File: src/rtl/snd_pkg.sv
// Shared constants and helpers for the sound-command mailbox.
package snd_pkg;

    localparam int IRQ_LATCHED = 0;
    localparam int IRQ_LEVEL   = 1;

    // Occupancy counter width: must represent 0..depth inclusive.
    function automatic int snd_cnt_width(input int depth);
        return $clog2(depth + 1);
    endfunction

endpackage

File: src/rtl/snd_fifo.sv
// Show-ahead command FIFO with optional replace-newest on a full push.
module snd_fifo
    import snd_pkg::*;
#(
    parameter int DW    = 8,
    parameter int DEPTH = 4
) (
    input  logic                              clk,
    input  logic                              rst_n,
    input  logic                              push,
    input  logic                              pop,
    input  logic                              overwrite_en,
    input  logic [DW-1:0]                     din,
    output logic [DW-1:0]                     head,
    output logic [snd_cnt_width(DEPTH)-1:0]   count,
    output logic                              full,
    output logic                              empty,
    output logic                              empty_nxt,
    output logic                              push_taken,
    output logic                              push_dropped
);

    localparam int PW = (DEPTH > 1) ? $clog2(DEPTH) : 1;
    localparam int CW = snd_cnt_width(DEPTH);

    logic [DW-1:0] mem_r [DEPTH];
    logic [DW-1:0] mem_s [DEPTH];
    logic [PW-1:0] wr_ptr_r, wr_ptr_s, rd_ptr_r, rd_ptr_s;
    logic [CW-1:0] cnt_r, cnt_s;
    logic [DW-1:0] head_r;
    logic          full_r, empty_r, pop_s, ins_s;

    function automatic logic [PW-1:0] ptr_inc(input logic [PW-1:0] p);
        if (p == PW'(DEPTH - 1)) begin
            return {PW{1'b0}};
        end else begin
            return p + PW'(1);
        end
    endfunction

    function automatic logic [PW-1:0] ptr_dec(input logic [PW-1:0] p);
        if (p == {PW{1'b0}}) begin
            return PW'(DEPTH - 1);
        end else begin
            return p - PW'(1);
        end
    endfunction

    // Next-state storage, pointers and count for push/pop/overwrite.
    always_comb begin
        mem_s        = mem_r;
        wr_ptr_s     = wr_ptr_r;
        rd_ptr_s     = rd_ptr_r;
        cnt_s        = cnt_r;
        push_taken   = 1'b0;
        push_dropped = 1'b0;
        ins_s        = 1'b0;
        pop_s        = pop && !empty_r;
        if (push) begin
            // A pop in the same cycle frees a slot, so a full FIFO still accepts.
            if (!full_r || pop_s) begin
                mem_s[wr_ptr_r] = din;
                wr_ptr_s        = ptr_inc(wr_ptr_r);
                ins_s           = 1'b1;
                push_taken      = 1'b1;
            end else if (overwrite_en) begin
                mem_s[ptr_dec(wr_ptr_r)] = din;
                push_taken               = 1'b1;
            end else begin
                push_dropped = 1'b1;
            end
        end else begin
            push_taken = 1'b0;
        end
        if (pop_s) begin
            rd_ptr_s = ptr_inc(rd_ptr_r);
        end else begin
            rd_ptr_s = rd_ptr_r;
        end
        case ({ins_s, pop_s})
            2'b10:   cnt_s = cnt_r + CW'(1);
            2'b01:   cnt_s = cnt_r - CW'(1);
            default: cnt_s = cnt_r;
        endcase
    end

    assign empty_nxt = (cnt_s == {CW{1'b0}});

    // State registers; head/full/empty are registered from next state.
    always_ff @(posedge clk or negedge rst_n) begin
        if (!rst_n) begin
            for (int i = 0; i < DEPTH; i++) begin
                mem_r[i] <= {DW{1'b0}};
            end
            wr_ptr_r <= {PW{1'b0}};
            rd_ptr_r <= {PW{1'b0}};
            cnt_r    <= {CW{1'b0}};
            head_r   <= {DW{1'b0}};
            full_r   <= 1'b0;
            empty_r  <= 1'b1;
        end else begin
            mem_r    <= mem_s;
            wr_ptr_r <= wr_ptr_s;
            rd_ptr_r <= rd_ptr_s;
            cnt_r    <= cnt_s;
            head_r   <= empty_nxt ? {DW{1'b0}} : mem_s[rd_ptr_s];
            full_r   <= (cnt_s == CW'(DEPTH));
            empty_r  <= empty_nxt;
        end
    end

    assign head  = head_r;
    assign count = cnt_r;
    assign full  = full_r;
    assign empty = empty_r;

endmodule

File: src/rtl/snd_cmd_mailbox.sv
// 68000-to-Z80 command mailbox: queued commands, sound IRQ, overflow flag, reply latch.
module snd_cmd_mailbox
    import snd_pkg::*;
#(
    parameter int DW        = 8,
    parameter int DEPTH     = 4,
    parameter int IRQ_MODE  = 0,
    parameter int OVERWRITE = 0
) (
    input  logic                            CLK,
    input  logic                            nRESET,
    input  logic                            M_WR,
    input  logic [DW-1:0]                   M_DIN,
    output logic                            M_FULL,
    output logic                            M_OVF,
    input  logic                            M_OVF_CLR,
    input  logic                            M_RD_REPLY,
    output logic [DW-1:0]                   M_DOUT,
    output logic                            M_REPLY_VALID,
    input  logic                            S_RD,
    output logic [DW-1:0]                   S_DOUT,
    output logic                            S_EMPTY,
    output logic [snd_cnt_width(DEPTH)-1:0] S_COUNT,
    input  logic                            S_IACK,
    output logic                            S_IRQ,
    input  logic                            S_WR_REPLY,
    input  logic [DW-1:0]                   S_DIN
);

    logic          empty_nxt_s, push_taken_s, push_dropped_s;
    logic          irq_r, irq_s, ovf_r, reply_valid_r;
    logic [DW-1:0] reply_r;

    snd_fifo #(
        .DW    (DW),
        .DEPTH (DEPTH)
    ) u_fifo (
        .clk          (CLK),
        .rst_n        (nRESET),
        .push         (M_WR),
        .pop          (S_RD),
        .overwrite_en (OVERWRITE != 0),
        .din          (M_DIN),
        .head         (S_DOUT),
        .count        (S_COUNT),
        .full         (M_FULL),
        .empty        (S_EMPTY),
        .empty_nxt    (empty_nxt_s),
        .push_taken   (push_taken_s),
        .push_dropped (push_dropped_s)
    );

    // Next IRQ: level follows occupancy; latched is set by a stored push, which beats IACK.
    always_comb begin
        irq_s = irq_r;
        if (IRQ_MODE == IRQ_LEVEL) begin
            irq_s = !empty_nxt_s;
        end else if (push_taken_s) begin
            irq_s = 1'b1;
        end else if (S_IACK) begin
            irq_s = 1'b0;
        end else begin
            irq_s = irq_r;
        end
    end

    // IRQ, sticky overflow and reply latch registers.
    always_ff @(posedge CLK or negedge nRESET) begin
        if (!nRESET) begin
            irq_r         <= 1'b0;
            ovf_r         <= 1'b0;
            reply_r       <= {DW{1'b0}};
            reply_valid_r <= 1'b0;
        end else begin
            irq_r <= irq_s;
            if (push_dropped_s) begin
                ovf_r <= 1'b1;
            end else if (M_OVF_CLR) begin
                ovf_r <= 1'b0;
            end else begin
                ovf_r <= ovf_r;
            end
            if (S_WR_REPLY) begin
                reply_r       <= S_DIN;
                reply_valid_r <= 1'b1;
            end else if (M_RD_REPLY) begin
                reply_valid_r <= 1'b0;
            end else begin
                reply_valid_r <= reply_valid_r;
            end
        end
    end

    assign S_IRQ         = irq_r;
    assign M_OVF         = ovf_r;
    assign M_DOUT        = reply_r;
    assign M_REPLY_VALID = reply_valid_r;

endmodule

File: config.mk
export PLATFORM = sky130hd
export DESIGN_NAME = snd_cmd_mailbox
export DESIGN_NICKNAME = d
export VERILOG_FILES = /design/src/rtl/snd_pkg.sv /design/src/rtl/snd_fifo.sv /design/src/rtl/snd_cmd_mailbox.sv
export SDC_FILE = /design/constraint.sdc
export NUM_CORES = 1
export LEC_CHECK = 0
export CAP_MARGIN = 25
export CORE_AREA = 2 2 93 95
export DETAILED_ROUTE_END_ITERATION = 12
export DIE_AREA = 0 0 95 97
export GPL_TIMING_DRIVEN = 0
export PLACE_DENSITY = 0.57
export SLEW_MARGIN = 20
export SYNTH_ARGS = -nofsm -noshare
export SYNTH_HDL_FRONTEND = slang
export SYNTH_HIERARCHICAL = 1
export SYNTH_SLANG_ARGS = --single-unit
File: constraint.sdc
create_clock -name CLK -period 2.9 [get_ports CLK]
set_clock_uncertainty 0.05 [all_clocks]
set_input_delay 0.58 -clock CLK [delete_from_list [all_inputs] [get_ports CLK]]
set_output_delay 0.58 -clock CLK [all_outputs]
set_load 0.01 [all_outputs]
==> results of run 1 <==
final timing paths:
check,from,endpoint,cells past startpoint
min reg2reg,S_IRQ$_DFFE_PN0P_,S_IRQ$_DFFE_PN0P_,1
max,u_fifo/empty$_DFF_PN1_,u_fifo/head[2]$_DFF_PN0_,11
min,nRESET,u_fifo/mem_r[18]$_DFF_PN0_,1
max in group asynchronous,nRESET,u_fifo/empty$_DFF_PN1_,2
min in group CLK,S_IRQ$_DFFE_PN0P_,S_IRQ$_DFFE_PN0P_,1
max reg2reg,u_fifo/empty$_DFF_PN1_,u_fifo/head[2]$_DFF_PN0_,11
cell usage in the layout (no fill, tap or decap), types with 7 or more instances in the layout:
cell	instances
clkbuf_8	10
clkdlybuf4s50_1	43
buf_4	13
dfrtp_1	59
a21bo_1	7
mux2_4	9
ha_1	7
nor2_1	30
a221o_1	14
mux2_2	34
sequential cells by signal, indices dropped and copies added, names as in the netlist, 2 cells and up:
register,flops
u_fifo/wr_ptr_r,2
u_fifo/count,3
u_fifo/head,8
u_fifo/mem_r,32
u_fifo/rd_ptr_r,2
M_DOUT,8
final cells by class:
| cell class | count | area (um2) |
|---|---|---|
| buffer | 11 | 75.1 |
| multi-input combinational | 164 | 1530 |
| timing repair buffer | 59 | 569 |
| sequential | 60 | 1500 |
| tap | 105 | 131 |
| fill | 742 | 4100 |
| inverter | 8 | 40.0 |
| clock buffer | 13 | 149 |
| clock inverter | 3 | 40.0 |
logic make-up (layout without fill, tap and decap cells):
kind of cell / count (synthesis) / count (layout) / share of synthesized area, %
compound gates: 47 / 47 / 14.3
xor+xnor: 2 / 2 / 0.578
fa+ha+maj: 9 / 9 / 3.96
buf+inv: 20 / 94 / 4.00
flops: 60 / 60 / 49.6
mux: 45 / 45 / 18.2
other cells: 1 / 1 / 0.124
simple gates: 60 / 60 / 9.33
layer usage:
layer | up-vias | GRT usage (%)
li1 | 1038 | -
met1 | 1053 | 21.4
met2 | 47 | 24.4
met3 | 9 | 4.52
met4 | 0 | 6.35
met5 | - | 0
worst register-to-register path, delay by kind of cell (launching register included):
family,cells,cell delay [ns]
AND/OR/NAND/NOR,4,0.62
flip-flops,1,0.53
AO/OA/AOI/OAI,5,0.91
adder cells (fa/ha/maj),2,0.61
power groups by stage:
stage	registers (mW)	logic, mW	clock network (mW)
CTS	1.44	2.36	0.767
finish	1.44	2.46	0.740
global route	1.48	2.68	0.807
floorplan	1.46	1.52	0
detailed placement	1.44	2.20	0
global placement	1.43	2.18	0
through the flow:
stage,instance area [um2],setup slack [ns],util (%),TNS [ns]
final,4040,0.0632,49.7,0
after global routing,4040,-0.0706,49.7,-0.425
after CTS,3980,0.00439,49.0,0
after detailed placement,3680,-0.872,45.2,-6.58
after global placement,3660,-0.904,45.0,-54.35
after floorplan,3070,0.0125,-,0
timing repair:
| action | 4_1_cts | 5_1_grt |
|---|---|---|
| hold buffers | 0 | 0 |
| setup endpoints to repair | 7 | 7 |
| setup buffers | 5 | 7 |
| pin swaps | 5 | 11 |
| cloned | 0 | 0 |
| gates resized for setup | 15 | 4 |
==> results.ini, run 1 <==
[outcome]
status = finished clean

[routing]
final_antenna_net_count = 0
wl_met3_um = 342
vias = 2147
routed.top_layer = met4
wl_met1_um = 3150
wl_per_cell_um = 16.0
wl_met2_um = 3210
dr.pass1.iters = 4
vias_per_cell = 5.08
drc = 0
wl_um = 6790
drtIter0Drc = 118

[sta]
worstMarginPinSlew_ns = 0.499
maxSlewHeadroom_pct = 66.6
finalCritPeriodShare_pct = 97.8
drv_slew = 0
hold_ws_ns = 0.103
max_freq_ghz = 0.353
fin_crit_ns = 2.84
rsz0062_at_grt = yes
finalHoldViolCount = 0
finalSetupViolCount = 0

[worst_setup_path]
cp.required_ns = 3.05
path_cells = nand2b_4 -> nand2_8 -> nand2_8 -> ha_4 -> fa_2 -> nor3b_4 -> o32ai_4 -> o21ai_4 -> a221o_1 -> a21bo_1 -> o221ai_1
cp-start-kind = flip-flop
critPathCaptureType = flip-flop
crit_path_max_fanout = 7
crit_type = flip-flop to flip-flop
arrival_ns = 2.98
cpPeakStageDelay_ns = 0.53
path_buf_inv = 0
worst_path_most_repeated_cell = nand2_8
slowest_stage = dfstp_2
r2r_slack_ns = 0.06
crit_family = compound AO/OA/AOI/OAI gates

[power_and_ir_drop]
power_mw = 4.64
p_switching_mw = 1.73
p_leak_nw = 1.73
p_sw_share_pct = 37.3
pwr-share-comb_pct = 53.0
pwr-share-seq_pct = 31.0
powerDensity_nw_per_um2 = 1150
vdd_ir_drop_max_v = 0.000395
p_clk_share_pct = 16.0
p_int_mw = 2.91

[clocking]
tritoncts = done
htreeDepth = 3
cts_buffer_depth = 2
clock-root-buffer = clkbuf_8
clkSinkCount = 60
insertion_delay_ns = 0.34
cts.clk_slew.worst_paths_ns = 0.07
cts_buffers = 9

[logic_synthesis]
synthArstFlopShare_pct = 100
synth_commonest_cells = 59 x dfrtp_1, 34 x mux2_2, 30 x nor2_1
synth_area_per_cell_um2 = 12.4
synthTopCellsByArea = dfrtp_1 49%, mux2_2 13%, a221o_1 4.6%
ys_types = 46
synth_cells = 244
synth_flop_cell = dfrtp_1
ys_ff_latch = 60
synth_nets = 277
synth_area_um2 = 3030
seq_area_frac_synth_pct = 49.6
synth_edf_count = 0
synth_top_cell_by_area = dfrtp_1
synth.most_common_cell = dfrtp_1
yosysTopAreaCellShare_pct = 48.7
yosys_warnings = 6

[grt]
grt_remaining_overflow = 0
grt_pass1_vias = 2137
grtUsageTotal_pct = 16.0
grt_first_pass_wirelength_um = 11100
grt_max_degree = 35
antenna_found_initial = 0

[placement]
place_inst = 396
routabilityCongestion = 0.796
io_buffers = 46
dp_hpwl_um = 4370

[min_path]
hp-class = primary input to asynchronous set/reset pin

[run]
cap_violations = 0

[floorplan]
rows = 33
initial_core_util_pct = 37.3
die_y_um = 97
die_x_um = 95
coreArea_um2 = 8130
io-pin-count = 48
dieArea_um2 = 9220

[layout]
nNetsFinal = 346
diodes = 0
final_cells = 423
area_growth_syn_to_layout_pct = 33.2
drive_gt1_share_pct = 33.3

(Power assumes the default switching activity.)
==> run 2, diff against run 1 <==
--- a/config.mk
+++ b/config.mk
@@ -5,12 +5,12 @@
 export SDC_FILE = /design/constraint.sdc
 export NUM_CORES = 1
 export LEC_CHECK = 0
-export CAP_MARGIN = 25
-export CORE_AREA = 2 2 93 95
+export CAP_MARGIN = 10
+export CORE_AREA = 2 2 83 85
 export DETAILED_ROUTE_END_ITERATION = 12
-export DIE_AREA = 0 0 95 97
+export DIE_AREA = 0 0 85 87
 export GPL_TIMING_DRIVEN = 0
-export PLACE_DENSITY = 0.57
+export PLACE_DENSITY = 0.7
 export SLEW_MARGIN = 20
 export SYNTH_ARGS = -nofsm -noshare
 export SYNTH_HDL_FRONTEND = slang
==> results.ini, run 2 (synthesized netlist as in run 1, its figures left out) <==
[outcome]
status = finished clean

[layout]
area_growth_syn_to_layout_pct = 32.5
final_cells = 397
drive_gt1_share_pct = 33.1
top_register = u_fifo/mem_r
final_design_area_no_fill_um2 = 4020
nNetsFinal = 345
diodes = 0
largest_reg_flops = 32
final_cell_mix = 59 x dfrtp_1, 43 x clkdlybuf4s50_1, 34 x mux2_2, 30 x nor2_1, 14 x a221o_1
postLayoutCoreUtil_pct = 61.2
layout_commonest_cell = dfrtp_1

[clocking]
htreeDepth = 3
cts.clk_slew.worst_paths_ns = 0.07
clkSinkCount = 60
tritoncts = done
cts_buffer_depth = 2
insertion_delay_ns = 0.34
cts_buffers = 9
ctsHoldBuffers = 0
clock-root-buffer = clkbuf_8

[grt]
met3_usage_pct = 4.74
antenna_found_initial = 0
globalRouteMet1Util_pct = 25.5
grt_first_pass_wirelength_um = 10900
grtUsageTotal_pct = 19.2
top_usage_layer = met2
gr-usage-met2_pct = 29.4
grt_remaining_overflow = 0
grt_pass1_vias = 2179
grt_max_degree = 50

[worst_setup_path]
crit_type = flip-flop to flip-flop
path_buf_inv = 0
crit_path_max_fanout = 7
cp.required_ns = 3.05
slowest_stage = dfstp_2
critPathCaptureType = flip-flop
worst_path_most_repeated_cell = nand2_8
arrival_ns = 2.99
cp-start-kind = flip-flop
cpPeakStageDelay_ns = 0.53
path_cells = nand2b_4 -> nand2_8 -> nand2_8 -> ha_4 -> fa_2 -> nor3b_4 -> o32ai_4 -> o21ai_4 -> a221o_1 -> a21bo_1 -> o221ai_2
crit_family = compound AO/OA/AOI/OAI gates

[sta]
fin_crit_ns = 2.84
drv_slew = 0
finalHoldViolCount = 0
fin_ws_ns = 0.0580
finalCritPeriodShare_pct = 98.0
max_freq_ghz = 0.352
hold_ws_ns = 0.0277
finalSetupViolCount = 0
setup_tns_ns = 0

[placement]
place_inst = 371
placed_cell_area_um2 = 3650
routabilityCongestion = 0.853
place_ws_ns = -0.856
io_buffers = 46
dp_hpwl_um = 4310

[power_and_ir_drop]
p_int_mw = 2.93
p_clk_share_pct = 17.3
power_mw = 4.65
vdd_ir_drop_max_v = 0.000533
p_sw_share_pct = 37.1
p_leak_nw = 1.74
pwr-share-seq_pct = 31.1
powerDensity_nw_per_um2 = 1160
pwr-share-comb_pct = 51.6
p_switching_mw = 1.73

[min_path]
hp-class = primary input to asynchronous set/reset pin

[floorplan]
io-pin-count = 48
rows = 30
coreArea_um2 = 6570
dieArea_um2 = 7400
initial_core_util_pct = 46.2
die_y_um = 87
die_x_um = 85

[routing]
vias_per_cell = 5.59
vias = 2219
drtIter0Drc = 120
wl_per_cell_um = 16.9
wl_um = 6710
drc = 0
dr.pass1.iters = 4
final_antenna_net_count = 0

[run]
cap_violations = 0

[run 2: power groups by stage]
stage | clock network (mW) | logic, mW | registers (mW)
after CTS | 0.817 | 2.35 | 1.45
after global routing | 0.854 | 2.59 | 1.49
after detailed placement | 0 | 2.19 | 1.45
after global placement | 0 | 2.14 | 1.43
final | 0.803 | 2.40 | 1.45
after floorplan | 0 | 1.52 | 1.46
[run 2: what timing repair did]
item,4_1_cts,5_1_grt
endpoints found under the setup margin,7,7
setup buffers,6,5
pin swaps,7,6
gates resized for setup,15,1
[run 2: worst paths after layout]
kind | cells after the start | from | slack (ns) | to
worst min register to register | 1 | M_OVF$_DFFE_PN0P_ | 0.43 | M_OVF$_DFFE_PN0P_
worst max register to register | 11 | u_fifo/empty$_DFF_PN1_ | 0.06 | u_fifo/head[5]$_DFF_PN0_
worst max-delay path | 11 | u_fifo/empty$_DFF_PN1_ | 0.06 | u_fifo/head[5]$_DFF_PN0_
min in group CLK | 1 | M_OVF$_DFFE_PN0P_ | 0.43 | M_OVF$_DFFE_PN0P_
max in group asynchronous | 2 | nRESET | 2.22 | u_fifo/empty$_DFF_PN1_
worst min-delay path | 1 | nRESET | 0.03 | u_fifo/mem_r[3]$_DFF_PN0_
[run 2: area by class of cell]
class	instances	area (um2)
clock buffers	13	169
fillers	519	2550
plain buffers	11	75.1
multi-input cells	164	1520
clock inverters	3	43.8
flip-flops and latches	60	1500
inverters	8	37.5
repair buffers	58	566
well taps	80	100
[run 2: per-layer routing]
metal  share of wire (%)  vias to the layer above
li1                    -                     1044
met1                  44                     1082
met2                  47                       81
met3                 6.1                       12
met4                 2.2                        0
met5                   0                        -
[run 2: worst reg2reg max path, cell delays in order (launching register included)]
cell      delay, ns
dfstp_2        0.53
nand2b_4       0.18
nand2_8        0.08
nand2_8        0.09
ha_4           0.13
fa_2           0.46
nor3b_4        0.26
o32ai_4        0.16
o21ai_4        0.28
a221o_1        0.23
a21bo_1        0.16
o221ai_2       0.09
